## config.mk

```make
export PLATFORM = sky130hd
export DESIGN_NAME = timer_bank
export DESIGN_NICKNAME = d
export VERILOG_FILES = /design/src/rtl/timer_defs.sv /design/src/rtl/timer_channel.sv /design/src/rtl/timer_bank.sv
export SDC_FILE = /design/constraint.sdc
export NUM_CORES = 1
export LEC_CHECK = 0
export ABC_CLOCK_PERIOD_IN_PS = 4700
export CAP_MARGIN = 25
export CELL_PAD_IN_SITES_DETAIL_PLACEMENT = 1
export CELL_PAD_IN_SITES_GLOBAL_PLACEMENT = 1
export CORE_UTILIZATION = 47
export DETAILED_ROUTE_END_ITERATION = 10
export HOLD_SLACK_MARGIN = 0.05
export PLACE_DENSITY = 0.95
export SYNTH_ARGS = -nofsm -noshare
export SYNTH_HDL_FRONTEND = slang
export SYNTH_SLANG_ARGS = --single-unit
```

## constraint.sdc

```tcl
create_clock -name clk -period 4.7 [get_ports clk]
set_clock_uncertainty 0.15 [all_clocks]
set_input_delay 0.47 -clock clk [delete_from_list [all_inputs] [get_ports clk]]
set_output_delay 0.47 -clock clk [all_outputs]
set_load 0.05 [all_outputs]
```

## src/rtl/timer_defs.sv

```systemverilog
// Shared register map and CTRL bit positions for the timer bank.
package timer_defs;

    typedef enum logic [1:0] {
        REG_CTRL   = 2'd0,
        REG_PERIOD = 2'd1,
        REG_COUNT  = 2'd2,
        REG_STATUS = 2'd3
    } reg_e;

    localparam int EN_BIT = 31;
    localparam int OS_BIT = 30;
    localparam int IE_BIT = 29;

endpackage

```

## src/rtl/timer_channel.sv

```systemverilog
// One timer channel: CTRL/PERIOD/COUNT/STATUS registers, prescaler and wrap logic.
module timer_channel
    import timer_defs::*;
#(
    parameter int CNT_W   = 16,
    parameter int SCALE_W = 15
) (
    input  logic               clk,
    input  logic               reset,
    input  logic               we,
    input  logic [1:0]         reg_sel,
    input  logic [31:0]        wdata,
    output logic [31:0]        rdata,
    output logic [CNT_W-1:0]   count,
    output logic               overflow,
    output logic               irq
);

    logic               en_reg;
    logic               os_reg;
    logic               ie_reg;
    logic [SCALE_W-1:0] scale_reg;
    logic [SCALE_W-1:0] pre_reg;
    logic [CNT_W-1:0]   period_reg;
    logic [CNT_W-1:0]   count_reg;
    logic               sticky_reg;
    logic               ovf_reg;

    reg_e sel;
    logic tick;
    logic wrap;
    logic wr_ctrl;
    logic wr_period;
    logic wr_status;
    logic unused_wdata;

    assign sel       = reg_e'(reg_sel);
    assign tick      = en_reg && (pre_reg == scale_reg);
    // >= rather than == so a PERIOD rewritten below the count wraps at once
    assign wrap      = tick && (count_reg >= period_reg);
    assign wr_ctrl   = we && (sel == REG_CTRL);
    assign wr_period = we && (sel == REG_PERIOD);
    assign wr_status = we && (sel == REG_STATUS);
    assign unused_wdata = ^wdata;

    always_ff @(posedge clk) begin
        if (reset) begin
            en_reg     <= 1'b0;
            os_reg     <= 1'b0;
            ie_reg     <= 1'b0;
            scale_reg  <= '0;
            pre_reg    <= '0;
            period_reg <= '0;
            count_reg  <= '0;
            sticky_reg <= 1'b0;
            ovf_reg    <= 1'b0;
        end else begin
            ovf_reg <= wrap;

            if (!en_reg) begin
                pre_reg   <= '0;
                count_reg <= '0;
            end else if (tick) begin
                pre_reg   <= '0;
                count_reg <= wrap ? '0 : count_reg + 1'b1;
            end else begin
                pre_reg   <= pre_reg + 1'b1;
            end

            if (wrap && os_reg)
                en_reg <= 1'b0;

            // A CTRL write lands after the one-shot clear so the written en wins
            if (wr_ctrl) begin
                en_reg    <= wdata[EN_BIT];
                os_reg    <= wdata[OS_BIT];
                ie_reg    <= wdata[IE_BIT];
                scale_reg <= wdata[SCALE_W-1:0];
            end

            if (wr_period)
                period_reg <= wdata[CNT_W-1:0];

            if (wrap)
                sticky_reg <= 1'b1;
            else if (wr_status && wdata[0])
                sticky_reg <= 1'b0;
        end
    end

    always_comb begin
        rdata = '0;
        case (sel)
            REG_CTRL: begin
                rdata[EN_BIT]        = en_reg;
                rdata[OS_BIT]        = os_reg;
                rdata[IE_BIT]        = ie_reg;
                rdata[SCALE_W-1:0]   = scale_reg;
            end
            REG_PERIOD: rdata[CNT_W-1:0] = period_reg;
            REG_COUNT:  rdata[CNT_W-1:0] = count_reg;
            REG_STATUS: rdata[0]         = sticky_reg;
            default:    rdata = '0;
        endcase
    end

    assign count    = count_reg;
    assign overflow = ovf_reg;
    assign irq      = sticky_reg & ie_reg;

endmodule

```

## src/rtl/timer_bank.sv

```systemverilog
// N-channel memory-mapped timer bank: address decode, read mux, count packing, irq merge.
module timer_bank
    import timer_defs::*;
#(
    parameter int N_CH    = 4,
    parameter int CNT_W   = 16,
    parameter int SCALE_W = 15,
    localparam int AW     = $clog2(N_CH) + 2
) (
    input  logic                    clk,
    input  logic                    reset,
    input  logic                    we,
    input  logic [AW-1:0]           addr,
    input  logic [31:0]             wdata,
    output logic [31:0]             rdata,
    output logic [N_CH-1:0]         overflow,
    output logic [N_CH*CNT_W-1:0]   cntr,
    output logic                    irq
);

    logic [31:0]     ch_idx;
    logic [N_CH-1:0] ch_we;
    logic [N_CH-1:0] ch_irq;
    logic [31:0]     ch_rd [N_CH];

    // Shift keeps this valid for N_CH=1, where addr has no channel field
    assign ch_idx = 32'(addr) >> 2;

    generate
        for (genvar gi = 0; gi < N_CH; gi++) begin : g_ch
            assign ch_we[gi] = we && (ch_idx == 32'(gi));

            timer_channel #(
                .CNT_W   (CNT_W),
                .SCALE_W (SCALE_W)
            ) u_ch (
                .clk      (clk),
                .reset    (reset),
                .we       (ch_we[gi]),
                .reg_sel  (addr[1:0]),
                .wdata    (wdata),
                .rdata    (ch_rd[gi]),
                .count    (cntr[gi*CNT_W +: CNT_W]),
                .overflow (overflow[gi]),
                .irq      (ch_irq[gi])
            );
        end
    endgenerate

    always_comb begin
        rdata = '0;
        for (int i = 0; i < N_CH; i++) begin
            if (ch_idx == 32'(i))
                rdata = ch_rd[i];
        end
    end

    assign irq = |ch_irq;

endmodule
```

==> impl_results.md, run 1 <==
* CP max-delay cell: ha_2
* Port Buffers at 113
* CP dominant cell by count: buf_4
* Die area at 0.0321 mm2
* Hold slack at 0.293 ns
* Crit-path cells: clkdlybuf4s50_1 -> inv_1 -> ha_2 -> buf_4 -> a221oi_1 -> a21oi_1 -> nor3_1 -> nor4_1 -> buf_4
* Sequential power share at 44.6%
* RSZ-0062 raised after global routing: false
* # DRC at 12
* Detailed Routing Iterations Pass 1 at 8
* Syn. warnings at 0
* First-pass GRT wire length at 85200 um
* Worst-path maximum fanout at 24
* CTS tree: built
* Fin nets at 2022
* Internal power at 3840 uW
* Routed WL per cell at 23.8 um
* Worst Hold Class: input pin to flop
* Clock root buffer: clkbuf_16
* Via-to-Cell Ratio at 6.35
* Minimum clock period at 4.04 ns
* VDD IR-drop max at 0.000304 V
* FP Rows at 64
* Post-Syn Area at 0.0148 mm2
* Post-CTS Resized at 0
* Clk buf depth at 3
* CP Capture Type: output pin
* Setup crit start kind: input pin
* CTS Buf Count at 30
* Sw frac at 26.7%
* Worst Max-Slew Pin Slew at 1.01 ns
* Fmax at 0.248 GHz
* Arrival @ worst endpoint at 3.42 ns
* Setup bufs post-CTS at 0
* Initial antenna violation count at 1
* Max-slew violations at 0
* Max-slew headroom at 32.8%
* Final worst path period share at 85.9%
* Starting density of the core at 48.0%
* Total Routed Length at 55300 um
* Register bit total from synthesis at 268
* Max-cap violations at 0
* Worst EP required at 4.08 ns
* WS Path Type: input pin to output pin
* Combinational fraction of design power at 9.5%
* Hold-fix buffers at CTS at 0
* Post-DP HPWL at 38200 um
* Vias in the first global route at 15300
* Gr usage total at 34.4%
* Dpl cells at 2267
* Pwr dens at 310 mW/mm2
* Initial DRC Count at 1339
* Failing checks: DRC
* Clk slew on worst S/H paths at 0.06 ns
* GRT Residual Overflow at 0
* Share of the yosys chip area belonging to registers at 36.3%
* Gate Count Post-Synth at 1862
* EDFF count, synth at 0
* Ys async rst share at 0%
* I/O pins at 140
* Diodes inserted at 0
* Pin count of the biggest net entering global routing at 66
* Clock share of power at 45.9%
* CP peak stage delay at 0.54 ns
* Dpl cell area at 0.0159 mm2
* Post-route cell area at 0.0169 mm2
* Fin cells at 2325
* Count of cell types in the netlist at 64
* Cell family with most CP delay: buffers and inverters
* Hold Vio Cnt, Final at 0
* Setup violations, final at 0
* Core area at 0.0307 mm2
* Htree depth at 1
* Worst-Skew Late Latency at 0.57 ns
* Psw at 1400 uW
* DR vias at 14800
* Outcome: finished with violations
* Die Wd at 179 um
* Leak at 0.00537 uW
* Share of layout cells above drive strength 1 at 5.50%
* Final GP Congestion at 0.931
* Syn-to-layout area delta at 14.5%
* Sink Count at 268
* Antenna-violating nets left at 0
* Synth Flop Type: dfxtp_1
* Worst path buffer plus inverter count at 4
* Height of the chip at 179 um
* Mean Syn Cell Area at 7.93 um2
* Setup_tns at 0 ns
## worst paths after layout
path,start,end,slack [ns],depth (start not counted)
max,addr[1],rdata[3],0.66,9
min,reset,g_ch[3].u_ch.overflow,0.29,2
max reg2reg,g_ch[3].u_ch.count[0],g_ch[3].u_ch.count[6],1.56,7
min reg2reg,g_ch[2].u_ch.pre_reg[0],g_ch[2].u_ch.pre_reg[0],0.32,1
## synth_stat cells (all sizes together), types with 3 or more instances
| cell | count | share of area (%) |
|---|---|---|
| mux4 | 4 | 0.61 |
| a222oi | 10 | 0.68 |
| clkbuf | 84 | 2.1 |
| a22oi | 30 | 1.5 |
| nand2b | 12 | 0.51 |
| xnor2 | 97 | 5.8 |
| o31ai | 25 | 1.3 |
| or4 | 28 | 1.5 |
| nor4b | 4 | 0.24 |
| nor2b | 14 | 0.59 |
| or3 | 31 | 1.3 |
| ha | 78 | 6.6 |
| mux2i | 15 | 1.0 |
| nor3 | 29 | 0.98 |
| nand3 | 60 | 2.0 |
| a22o | 16 | 0.95 |
| nor4 | 13 | 0.55 |
| a211oi | 73 | 3.9 |
| o21ai | 51 | 1.7 |
| o21a | 3 | 0.15 |
| and2 | 14 | 0.59 |
| inv | 86 | 2.2 |
| dfxtp | 268 | 36 |
| and4 | 4 | 0.24 |
| a32oi | 5 | 0.30 |
| nand4 | 50 | 2.1 |
| xor2 | 19 | 1.1 |
| a31oi | 8 | 0.38 |
| and3 | 20 | 0.85 |
| a221oi | 10 | 0.59 |
| a21oi | 176 | 6.0 |
| nand2 | 341 | 8.7 |
| buf | 50 | 2.3 |
| nor2 | 108 | 2.7 |
## area by class of cell
class / instances / area, um2
Clock inverter: 9 / 101
Clock buffer: 47 / 896
Multi-Input combinational cell: 1386 / 8480
Tap cell: 396 / 495
Sequential cell: 268 / 5370
Inverter: 86 / 323
Fill cell: 3708 / 13800
Timing Repair Buffer: 133 / 1250
## cell families after synthesis
| kind of cell | after synthesis | share of synthesized area (%) |
|---|---|---|
| buf+inv | 220 | 6.60 |
| xor+xnor | 116 | 6.93 |
| other cells | 1 | 0.0254 |
| compound gates | 423 | 18.4 |
| mux | 20 | 1.70 |
| fa+ha+maj | 78 | 6.61 |
| simple gates | 736 | 23.4 |
| flops | 268 | 36.3 |
## worst register-to-register path, cell delays in order (launching register included)
cell and delay, ns:
dfxtp_1 0.47, inv_1 0.15, ha_1 0.30, nand2b_1 0.13, a2111oi_0 0.55, nor4b_1 0.17, o41a_1 0.74, a211oi_1 0.37
## metrics by stage
step / setup slack, ns / util [%] / total power [uW]
3_5_place_dp: 0.782 / 51.7 / 2860
3_3_place_gp: 0.828 / 51.7 / 2840
2_1_floorplan: 0.976 / - / 2710
5_1_grt: 0.650 / 55.0 / 5370
4_1_cts: 0.756 / 54.9 / 5230
6_report: 0.662 / 55.0 / 5240
## power groups by stage
stage          sequential, uW  combinational [uW]  clock, uW
3_3_place_gp             2380                 462          0
3_5_place_dp             2380                 476          0
6_report                 2330                 499       2410
4_1_cts                  2330                 481       2420
5_1_grt                  2330                 522       2510
2_1_floorplan            2370                 345          0
## layout by cell type, fill, tap and decap left out, types with 33 or more instances in the layout
master           instances
o21ai_0                 51
a21oi_1                175
nor2_1                 108
clkdlybuf4s50_1         97
nand3_1                 60
nand2_1                341
nand4_1                 50
inv_1                   86
dfxtp_1                268
buf_4                   33
ha_1                    75
a211oi_1                68
xnor2_1                 96
## metal layers
metal,global-route usage (%),vias to the layer above,part of all wire (%)
li1,-,6632,-
met1,40.3,7257,39
met2,57.9,653,47
met3,6.38,230,7.3
met4,21.4,2,6.6
met5,0,-,0.031
No activity file was read; power rests on OpenSTA's default activity.
==> run 2: changes to the inputs <==
Settings changed: CORE_UTILIZATION 47 to 48, SYNTH_HIERARCHICAL from default to 1.
==> run 2 against run 1 <==
Compared with the run above: the run now ends clean; maximum frequency shrank 10%; total power grew 2.0%; first-iteration DRC count grew 46%; clock power grew 2%; sequential cell count is the same; synthesized cell count grew 1.5%; largest cell class unchanged; core utilization grew 0.096 points; routed wire length grew 5.7%; sequential power is essentially flat.
==> impl_results.md, run 2 <==
* R2R depth at 7 (unchanged)
* Syn-to-layout area delta at 13.1%
* Final Worst Setup Slack at 0.191 ns (-0.471 ns)
* Hold Vio Cnt, Final at 0 (unchanged)
* Minimum clock period at 4.51 ns (+0.471 ns)
* Register bit total from synthesis at 268 (unchanged)
* Routed WL per cell at 24.3 um (+2.0%)
* EDFF count, synth at 0 (unchanged)
* Count leader, synth: nand2_1
* Area leader, netlist: dfxtp_1
* Setup bufs post-CTS at 0 (unchanged)
* VDD IR-drop max at 0.000288 V (-5.4%)
* Clk buf depth at 3 (unchanged)
* Synth Flop Type: dfxtp_1
* First-pass GRT wire length at 89700 um (+5.3%)
* FP Rows at 66 (+3.1%)
* CTS Buf Count at 30 (unchanged)
* Initial DRC Count at 1949 (+46%)
* Die Wd at 183 um (+2.4%)
* CP Capture Type: output pin
* Port Buffers at 113 (unchanged)
* Fmax at 0.222 GHz (-10%)
* Share of the yosys chip area belonging to registers at 33.9% (-2.4 points)
* Hold-fix buffers at CTS at 0 (unchanged)
* GRT Residual Overflow at 0 (unchanged)
* Fillcell total at 3843 (+3.6%)
* Via-to-Cell Ratio at 6.42 (+1.0%)
* HP Start: reset
* Share of layout cells above drive strength 1 at 6.66% (+1.2 points)
* Setup crit start kind: input pin
* Ranking of synthesized cells by area: dfxtp_1 34%, nand2_1 7.8%, ha_1 7.6%, a21oi_1 5.0%, xor2_1 4.3%
* Worst EP required at 4.08 ns (about the same)
* Height of the chip at 183 um (+2.4%)
* Htree depth at 1 (unchanged)
* Total Routed Length at 58400 um (+5.7%)
* Max-slew violations at 0 (unchanged)
* Detailed Routing Iterations Pass 1 at 9 (+1)
* I/O pins at 140 (unchanged)
* Hold Crit Depth at 2 (unchanged)
* RSZ-0062 raised after global routing: false
* Worst reg2reg setup slack at 1.68 ns (+0.12 ns)
* Final GP Congestion at 0.961 (+3.3%)
* Max-cap violations at 0 (unchanged)
* Fin nets at 2078 (+2.8%)
* Hold endpoint: g_ch[2].u_ch/overflow
* Worst-Skew Late Latency at 0.58 ns (about the same)
* Core area at 0.0325 mm2 (+5.5%)
* Die area at 0.0337 mm2 (+4.8%)
* Setup violations, final at 0 (unchanged)
* Register Area at 0.00537 mm2 (unchanged)
* Post-CTS Resized at 0 (unchanged)
* Top cell type's share of synthesized area at 33.9% (-2.4 points)
* Count of cell types in the netlist at 57 (-11%)
* Initial antenna violation count at 2 (+1)
* Pwr dens at 299 mW/mm2 (-3.5%)
* Syn. warnings at 6 (+6)
* Final worst path period share at 95.9% (+10 points)
* Post-Syn Area at 0.0158 mm2 (+7.1%)
* Antenna-violating nets left at 0 (unchanged)
* WS Path Type: input pin to output pin
* Clock root buffer: clkbuf_16
* Clk slew on worst S/H paths at 0.06 ns (about the same)
* Diodes inserted at 0 (unchanged)
* R2R Path Start: g_ch[0].u_ch/period_reg[13]
* Pin count of the biggest net entering global routing at 65 (-1.5%)
* Leak at 0.00632 uW (+18%)
* Worst Hold Class: input pin to flop
* Footprint of the multi-input gates at 0.00937 mm2 (+10%)
* Commonest cells after routing, fill and taps aside: 327 x nand2_1, 268 x dfxtp_1, 157 x a21oi_1
* Synth cell count leaders: 327 x nand2_1, 268 x dfxtp_1, 157 x a21oi_1, 145 x nor2_1, 107 x inv_1
* R2r endpoint: g_ch[0].u_ch/count[6]
* CTS tree: built
* Mean Syn Cell Area at 8.36 um2 (+5.5%)
* Outcome: finished clean
* Max-slew headroom at 33.6% (+0.80 points)
* Ys async rst share at 0% (unchanged)
* # DRC at 0 (-12)
* Worst slack, placed at 0.323 ns (-0.459 ns)
* Arrival @ worst endpoint at 3.89 ns (+0.47 ns)
* Sink Count at 268 (unchanged)
* Gr usage total at 34.3% (-0.065 points)
* Setup_tns at 0 ns (unchanged)
* DR vias at 15500 (+4.6%)
* Gate Count Post-Synth at 1890 (+1.5%)
* Post-DP HPWL at 40400 um (+5.7%)
* Commonest non-fill, non-tap cell in the layout: nand2_1
* Worst Max-Slew Pin Slew at 0.993 ns (-0.0151 ns)
* Worst-path maximum fanout at 18 (-25%)
* Vias in the first global route at 15700 (+2.6%)
* Starting density of the core at 48.7% (+0.69 points)
run 2: changes by cell type after synthesis, moves of 21 or more:
cell / previous run / this run
a222oi_1: 10 / 60
inv_1: 86 / 107
a211oi_1: 68 / 32
xnor2_1: 96 / 42
buf_4: 30 / 58
nor2_1: 108 / 145
mux4_2: 4 / 28
a22oi_1: 30 / 4
xor2_1: 19 / 77
nand3_1: 60 / 38
run 2: power breakdown:
| group | internal, uW | total, uW | leakage, uW | switching, uW |
|---|---|---|---|---|
| registers | 2300 | 2350 | 0.00216 | 47.4 |
| logic | 145 | 527 | 0.00365 | 383 |
| clock network | 1460 | 2470 | 0.000505 | 1010 |
| total | 3910 | 5340 | 0.00632 | 1440 |
run 2: final cells by class:
type / count / area share, %
multi-input combinational: 1414 / 52.4
sequential: 268 / 30.0
timing repair buffer: 122 / 6.58
clock buffer: 45 / 4.97
tap: 442 / 3.09
inverter: 107 / 2.25
clock inverter: 10 / 0.721
run 2: kinds of logic (layout without fill, tap and decap cells):
family / after synthesis / count (layout) / share of synthesized area [%]
simple gates: 731 / 731 / 22.3
compound gates: 376 / 376 / 16.3
flops: 268 / 268 / 33.9
buf+inv: 256 / 284 / 7.95
xor+xnor: 119 / 119 / 6.59
fa+ha+maj: 96 / 96 / 7.60
mux: 40 / 40 / 5.16
other cells: 4 / 52 / 0.0950
run 2: worst max path at each step:
stage,start,endpoint,depth (start not counted)
2_1_floorplan,addr[1],rdata[0],7
3_3_place_gp,addr[1],rdata[6],7
3_5_place_dp,addr[1],rdata[6],7
4_1_cts,addr[1],rdata[6],7
5_1_grt,addr[1],rdata[6],7
6_report,addr[1],rdata[9],7
run 2: worst max-delay path, stage by stage:
cell             delay (ns)
clkdlybuf4s50_1        0.83
inv_1                  0.17
ha_1                   0.46
a222oi_1               0.58
nor2_1                 0.11
mux4_2                 0.52
clkdlybuf4s50_1        0.74
run 2: per-layer routing:
metal  part of all wire, %  global-route usage [%]
met4                   6.6                    20.6
met3                   9.5                    6.22
met1                    37                    41.4
met5                 0.022                       0
met2                    46                    57.1
run 2: per-stage QoR:
stage                     power [uW]  instance area (um2)  utilization [%]  std cells  hold slack (ns)
after detailed placement        2890                16900             52.0       2353            0.316
after CTS                       5350                17900             55.1       2408            0.189
after floorplan                 2770                16000                -       1938            0.290
after global placement          2870                16900             52.0       2353            0.299
after global routing            5490                17900             55.1       2408            0.208
final                           5340                17900             55.1       2408            0.200
